**src/rtl/rgb_led_pkg.sv**
```systemverilog
// Shared mode/colour encodings and the colour-code to RGB channel mask.
package rgb_led_pkg;

   typedef enum logic [1:0] {
      MODE_OFF   = 2'd0,
      MODE_SOLID = 2'd1,
      MODE_BLINK = 2'd2,
      MODE_PULSE = 2'd3
   } mode_t;

   localparam logic [2:0] COL_NONE    = 3'd0;
   localparam logic [2:0] COL_RED     = 3'd1;
   localparam logic [2:0] COL_GREEN   = 3'd2;
   localparam logic [2:0] COL_BLUE    = 3'd3;
   localparam logic [2:0] COL_YELLOW  = 3'd4;
   localparam logic [2:0] COL_CYAN    = 3'd5;
   localparam logic [2:0] COL_MAGENTA = 3'd6;
   localparam logic [2:0] COL_WHITE   = 3'd7;

   // Returns {blue, green, red}; the code is a lookup, not a bit-field.
   function automatic logic [2:0] color_mask(input logic [2:0] code);
      logic [2:0] m;
      case (code)
         COL_NONE:    m = 3'b000;
         COL_RED:     m = 3'b001;
         COL_GREEN:   m = 3'b010;
         COL_BLUE:    m = 3'b100;
         COL_YELLOW:  m = 3'b011;
         COL_CYAN:    m = 3'b110;
         COL_MAGENTA: m = 3'b101;
         default:     m = 3'b111;
      endcase
      return m;
   endfunction

endpackage

```
**src/rtl/rgb_led_chan.sv**
```systemverilog
// One RGB LED: colour/mode registers, pulse timer and registered active-low drive.
// Shares pwm_on and blink_ph from the top level so all LEDs stay phase-locked.
module rgb_led_chan
   import rgb_led_pkg::*;
#(
   parameter int PULSE_CYCLES = 50000000
) (
   input  logic       clk,
   input  logic       rst,
   input  logic       load,
   input  logic [2:0] color_in,
   input  logic [1:0] mode_in,
   input  logic       pwm_on,
   input  logic       blink_ph,
   output logic       r,
   output logic       g,
   output logic       b
);

   localparam int CNT_W = $clog2(PULSE_CYCLES + 1);
   localparam logic [CNT_W-1:0] CNT_LOAD = CNT_W'(PULSE_CYCLES - 1);

   logic [2:0]       color;
   mode_t            mode;
   logic [CNT_W-1:0] cnt;
   logic             lit;
   logic [2:0]       mask;

   assign mask = color_mask(color);
   assign lit  = pwm_on & ((mode == MODE_SOLID) |
                           ((mode == MODE_BLINK) & blink_ph) |
                           (mode == MODE_PULSE));

   always_ff @(posedge clk) begin
      if (!rst) begin
         color <= COL_NONE;
         mode  <= MODE_OFF;
         cnt   <= '0;
         r     <= 1'b1;
         g     <= 1'b1;
         b     <= 1'b1;
      end else begin
         // A new command always wins, restarting any pulse in progress.
         if (load) begin
            color <= color_in;
            mode  <= mode_t'(mode_in);
            cnt   <= CNT_LOAD;
         end else if (mode == MODE_PULSE) begin
            if (cnt == '0)
               mode <= MODE_OFF;
            else
               cnt <= cnt - CNT_W'(1);
         end
         r <= ~(lit & mask[0]);
         g <= ~(lit & mask[1]);
         b <= ~(lit & mask[2]);
      end
   end

endmodule

```
**src/rtl/rgb_led_ctrl.sv**
```systemverilog
// Multi-LED RGB controller: shared PWM brightness and blink phase, per-LED command state.
// Commands take effect on the accepting edge; drives change one edge later.
module rgb_led_ctrl
   import rgb_led_pkg::*;
#(
   parameter int NUM_LEDS     = 2,
   parameter int IDX_W        = 1,
   parameter int PWM_BITS     = 8,
   parameter int BLINK_HALF   = 25000000,
   parameter int PULSE_CYCLES = 50000000
) (
   input  logic                clk,
   input  logic                rst,
   input  logic                cmd_valid,
   output logic                cmd_ready,
   input  logic [IDX_W-1:0]    cmd_idx,
   input  logic [2:0]          cmd_color,
   input  logic [1:0]          cmd_mode,
   input  logic                bright_we,
   input  logic [PWM_BITS-1:0] bright_in,
   output logic                cmd_err,
   output logic [NUM_LEDS-1:0] r,
   output logic [NUM_LEDS-1:0] g,
   output logic [NUM_LEDS-1:0] b
);

   localparam int PRE_W = $clog2(BLINK_HALF + 1);
   localparam logic [PRE_W-1:0] PRE_MAX  = PRE_W'(BLINK_HALF - 1);
   localparam logic [IDX_W:0]   NUM_LIM  = (IDX_W + 1)'(NUM_LEDS);

   logic [PWM_BITS-1:0] pwm_cnt;
   logic [PWM_BITS-1:0] bright;
   logic [PRE_W-1:0]    presc;
   logic                blink_ph;
   logic                pwm_on;
   logic                accept;
   logic                idx_ok;

   assign accept = cmd_valid & cmd_ready;
   assign idx_ok = ({1'b0, cmd_idx} < NUM_LIM);
   assign pwm_on = (pwm_cnt < bright);

   always_ff @(posedge clk) begin
      if (!rst) begin
         cmd_ready <= 1'b0;
         cmd_err   <= 1'b0;
         pwm_cnt   <= '0;
         bright    <= '1;
         presc     <= '0;
         blink_ph  <= 1'b0;
      end else begin
         cmd_ready <= 1'b1;
         cmd_err   <= accept & ~idx_ok;
         pwm_cnt   <= pwm_cnt + PWM_BITS'(1);
         if (bright_we)
            bright <= bright_in;
         if (presc == PRE_MAX) begin
            presc    <= '0;
            blink_ph <= ~blink_ph;
         end else begin
            presc <= presc + PRE_W'(1);
         end
      end
   end

   for (genvar i = 0; i < NUM_LEDS; i++) begin : g_led
      rgb_led_chan #(
         .PULSE_CYCLES(PULSE_CYCLES)
      ) u_chan (
         .clk      (clk),
         .rst      (rst),
         .load     (accept & idx_ok & (cmd_idx == IDX_W'(i))),
         .color_in (cmd_color),
         .mode_in  (cmd_mode),
         .pwm_on   (pwm_on),
         .blink_ph (blink_ph),
         .r        (r[i]),
         .g        (g[i]),
         .b        (b[i])
      );
   end

endmodule

```
**config.mk**
```make
export PLATFORM = sky130hd
export DESIGN_NAME = rgb_led_ctrl
export DESIGN_NICKNAME = d
export VERILOG_FILES = /design/src/rtl/rgb_led_pkg.sv /design/src/rtl/rgb_led_chan.sv /design/src/rtl/rgb_led_ctrl.sv
export SDC_FILE = /design/constraint.sdc
export NUM_CORES = 1
export LEC_CHECK = 0
export ABC_CLOCK_PERIOD_IN_PS = 2500
export CORE_UTILIZATION = 60
export CTS_CLUSTER_SIZE = 10
export DETAILED_ROUTE_END_ITERATION = 12
export PLACE_DENSITY_LB_ADDON = 0.05
export SYNTH_ARGS = -nofsm -noshare
export SYNTH_HDL_FRONTEND = slang
export SYNTH_HIERARCHICAL = 1
export SYNTH_SLANG_ARGS = --single-unit
export TNS_END_PERCENT = 100
```
**constraint.sdc**
```tcl
create_clock -name clk -period 2.5 [get_ports clk]
set_input_delay 0.5 -clock clk [delete_from_list [all_inputs] [get_ports clk]]
set_output_delay 0.5 -clock clk [all_outputs]
set_load 0.005 [all_outputs]
```
# Yosys cells after proc, flatten, opt, wreduce, memory -nomap -nowiden
# Cells that the tools add are included.
[classes]
n_addsub = 4
magnitude_cmp = 1
n_eq_ne = 21
mux = 15
bitwise_logic = 28
reduce_logical = 17
[ops]
columns = ["operator", "count"]
rows = [
  ["$mux 26", 6],
  ["$logic_not 26->1", 2],
  ["$sub 26x1->26 const B", 2],
  ["$pmux 3 s7", 2],
  ["$add 25x1->25 const B", 1],
  ["$eq 25x25->1 const B", 1],
  ["$eq 3x3->1 const B", 6],
  ["$and 1x1->1", 13],
  ["$eq 3x2->1 const B", 4],
  ["$mux 2", 6],
  ["$reduce_and 2->1", 6],
  ["$not 1->1", 11],
  ["$add 8x1->8 const B", 1],
  ["$eq 2x2->1 const B", 4],
  ["$lt 8x8->1", 1],
  ["$reduce_bool 2->1", 4],
  ["$eq 3x1->1 const B", 2],
  ["$logic_not 3->1", 2],
  ["$reduce_or 2->1", 3],
  ["$eq 2x1->1 const B", 2],
  ["$ne 2x1->1 const B", 2],
  ["$or 1x1->1", 4],
  ["$mux 1", 1],
]
[totals]
ff_bits = 111
inputBits = 18
out_inout_bits = 8

# Logic depth before layout (Yosys ltp)
[logic_depth]
depth_word = 7
ltp_mapped = 9
ltp_nobuf = 9

# Cells and area by module
# The synthesis kept the hierarchy.
[by_module_without_submodules]
columns = ["mod", "n_inst", "cells_per_inst", "area_per_inst_um2", "seq_area_each_um2"]
rows = [
  ["rgb_led_chan", 2, 189, 1742.9, 680.7],
  ["rgb_led_ctrl", 1, 222, 1993.2, 860.8],
]

# Worst setup path before layout
# Ideal clock, no wire load.
[synth_timing]
path_type = "register -> register"
from = "register g_led[0].u_chan.cnt[0]"
to = "register g_led[0].u_chan.cnt[5]"
setup_ns = 0.120
arrival_time_ns = 1.961
required_time_ns = 2.380
path_slack_ns = 0.419
stages_incl_launch_ff = 9
n_path_buf = 1
cell_sequence = "dfxtp_1 inv_1 ha_1 nor4b_1 and4_1 buf_2 a21oi_1 and4_1 o31a_1"
[synth_between]
elab_chain_len = 4
word_cells_on_any_way = 7
cone_classes = "add/sub: 1; eq/ne: 1; mux: 3; reduce/logical: 2"
[synth_lines]
columns = ["element", "line", "rtl"]
rows = [
  ["start: declaration", "rgb_led_chan.sv:25", "logic [CNT_W-1:0] cnt;"],
  ["start signal: assignment", "rgb_led_chan.sv:52", "cnt <= cnt - CNT_W'(1);"],
  ["$sub 26x1->26", "rgb_led_chan.sv:52", ""],
  ["$mux 26", "rgb_led_chan.sv:49", "if (cnt == '0)"],
  ["$mux 26", "rgb_led_chan.sv:48", "end else if (mode == MODE_PULSE) begin"],
  ["$mux 26", "rgb_led_chan.sv:44", "if (load) begin"],
]
# Several ways; a longest one is shown, not always the timed one. The select of a mux whose other input is x is not followed.
# A chain may end at the register's enable or synchronous reset.

# Worst setup path after layout
[layout_timing]
from = "register g_led[0].u_chan.cnt[2]"
to = "register g_led[0].u_chan.cnt[19]"
# Same word-level chain as after synthesis.

==> results.yml <==
grt:
  antenna_found_initial: 0
  grt_pass1_vias: 4289
  grt_max_degree: 46
  grt_pass1_wl_mm: 18.8
  grtUsageTotal: 0.236
  grt_overflow: 0
yosys:
  synth.top_cell.area_share: 0.406
  syn_nets: 629
  synth_edf_count: 0
  synth-async-reset-ratio: 0
  synthAdderAreaFrac: 0.0288
  synthSimpleGateAreaFrac: 0.246
  yosys_most_used_dff: "dfxtp_1"
  synth_top_family_by_area: "simple AND/OR/NAND/NOR gates"
  synth.distinct_cells: 54
  syn_area_um2: 5480
  ys_ff_latch: 111
  ys_seq_area_frac: 0.406
  synth_compound_area_frac: 0.189
  synth_top_area_cell: "dfxtp_1"
  muxShareOfSynthArea: 0.0164
  syn-instance-count: 600
  syn_avg_cell_area_um2: 9.13
  synth.area.top_cells: "dfxtp_1, xnor2_1, o31a_1, o21a_1, a21oi_1"
  synth_xor_area_frac: 0.0735
  yosys_warnings: 6
clock_tree:
  cts.sinks: 111
  clkTransAtPathRegs_ns: 0.10
  cts_tree: "built"
  holdBufCountCts: 0
  cts_max_path_buffers: 2
  htreeDepth: 3
  cts_buffers: 9
  clk_latency_ns: 0.38
  cts_root_buf: "clkbuf_8"
worst_setup_path:
  slowest_delay_ns: 0.51
  worst_ep_arrival_time_ns: 2.56
  cp_slowest_cell: "a2111o_1"
  crit_path_cell_trace: "nor4_2 > nand3b_1 > a2111o_1 > o31a_1 > o31a_1"
  cp_top_family: "compound AO/OA/AOI/OAI gates"
  crit_type: "flip-flop to flip-flop"
  cp_max_fo: 6
  critPathCaptureType: "flip-flop"
  cp_num_buf_inv: 0
  cp_common_cell: "o31a_1"
  worst_setup_path_start_kind: "flip-flop"
  cp_data_required_time_ns: 2.77
sta:
  whs_ns: 0.388
  report.final.hold_viol_count: 0
  rsz0062_at_grt: "false"
  tns_ns: 0
  clock.fmax_mhz: 438
  fin_worst_skew_ns: 0.0126
  slew_headroom: 0.574
  fin_crit_sh: 0.914
  finalSetupViolCount: 0
  worst_pin_slew_ns: 0.623
  period_needed_ns: 2.28
  fin_ws_ns: 0.216
  maxSlewViolCount: 0
detailed_routing:
  vias_per_cell: 5.96
  wirelength_mm: 10.8
  drt-pass1-iter-count: 4
  vias: 4406
  first_iter_violations: 126
  wl_per_cell_um: 14.7
  postRouteAntennaNets: 0
  drc: 0
layout:
  post-route-util: 0.692
  nNetsFinal: 655
  layout-drive-gt1-share: 0.0919
  fin_cells: 739
  area_growth_pct: 10.7
  diodes: 0
  stdcell_area_um2: 6060
placed_design:
  dpl.hpwl_mm: 7.59
  gp_congestion: 0.835
  dpl_cell_area_um2: 5870
  io_buffers: 24
  pre_cts_ws_ns: 0.138
  place_inst: 722
power_and_ir_drop:
  finalPower_mw: 3.35
  power_density_nw_per_um2: 553
  peakVddDrop_mv: 0.412
  leakagePower_nw: 2.26
status:
  status: "finished, final reports clean"
die:
  rows: 34
  die_x_um: 97.6
  die_area_um2: 9520
  die_height_um: 97.6
  fp.coreArea_um2: 8760
  start_util: 0.625
  io_pins: 26
hold_path:
  hold_path_class: "input port to flip-flop"
flow_run:
  maxCapViolations: 0
## flip-flops by register name (all words and copies together) (netlist names)
register	count
g_led.u_chan/cnt	52
presc	25
bright	8
pwm_cnt	8
g_led.u_chan/color	6
g_led.u_chan/mode	4
g_led.u_chan/b	2
g_led.u_chan/g	2
g_led.u_chan/r	2
blink_ph	1
cmd_ready	1
## kinds of logic after synthesis
logic type | Yosys count
compound gates | 144
xor+xnor | 46
fa+ha+maj | 13
buf+inv | 52
flops | 111
mux | 9
other cells | 1
simple gates | 224
## worst reg2reg max path, cell delays in order (launching register included)
cell and delay (ns):
dfxtp_1 0.38, nor4_2 0.47, nand3b_1 0.33, a2111o_1 0.51, o31a_1 0.27, o31a_1 0.23
## report_power, final
group          internal, mW  switching, mW  leakage [nW]  total (mW)
Combinational         0.201          0.241          1.25       0.441
Sequential             1.82         0.0581         0.904        1.88
Clock                 0.406          0.624        0.0992        1.03
## layout by cell type (no fill, tap or decap), types with 3 or more instances in the layout
cell             count
a2111o_1             4
a2111oi_0            6
a211oi_1             5
a21o_1               3
a21oi_1             29
and2_1              11
and3_1               6
and4_1               6
buf_4               22
clkbuf_8            10
clkdlybuf4s50_1     23
dfxtp_1            111
ha_1                11
inv_1               21
mux2i_1              9
nand2_1             32
nand2b_1            15
nand3_1             19
nand4_1             13
nand4b_1             4
nor2_1              33
nor2b_1              8
nor3_1              16
nor4_1              11
nor4_2               4
nor4b_1              3
o211ai_1             9
o21a_1              26
o21ai_0             14
o31a_1              23
o31ai_1             12
or2_2                4
or3_1               14
or4_1               11
or4_4                3
xnor2_1             33
xor2_1              13
## worst paths after layout
| kind | slack, ns | cells past startpoint | to | start |
|---|---|---|---|---|
| setup / recovery | 0.22 | 5 | g_led[0].u_chan/cnt[19] | g_led[0].u_chan/cnt[2] |
| hold / removal | 0.39 | 1 | cmd_ready | rst |
| setup reg to reg | 0.22 | 5 | g_led[0].u_chan/cnt[19] | g_led[0].u_chan/cnt[2] |
| hold reg to reg | 0.46 | 1 | presc[0] | presc[0] |
## Yosys cell counts, drive strengths merged, types with 2 or more instances
library cell	count
nand4b	4
buf	15
ha	11
o211ai	9
o311a	2
o21a	26
dfxtp	111
nand4bb	2
o31a	23
and3	6
nand3b	2
mux2i	9
nor3	16
o2111ai	2
inv	21
a2111o	4
clkbuf	16
nor4b	3
xor2	13
a31o	2
nand4	14
nand2b	15
nor2	34
nand3	19
o21ai	15
maj3	2
o31ai	12
and2	11
nand2	32
a21o	3
a211oi	5
a311oi	2
and4	7
a21oi	30
or2	4
or3	14
or4	14
a2111oi	6
nor4	17
nor2b	8
xnor2	33
and4b	2
a31oi	2
## area by class of cell
class	instances	area, um2
inverter	21	78.8
multi-input combinational	437	3040
tap	108	135
clock buffer	10	138
fill	697	2700
timing repair buffer	46	400
clock inverter	6	51.3
sequential	111	2220
## what timing repair did
action / CTS / global route
endpoints found under the setup margin: 0 / 8
setup buffers: 0 / 1
resized for setup: 0 / 1
## layer usage
metal  track usage  vias up  routed length (um)
li1              -     2268                   -
met1         0.298     2035                5040
met2         0.396       83                5260
met3        0.0554       20                 347
met4        0.0792        0                 175
met5             0        -                   0
Power figures use the tool's default switching activity.
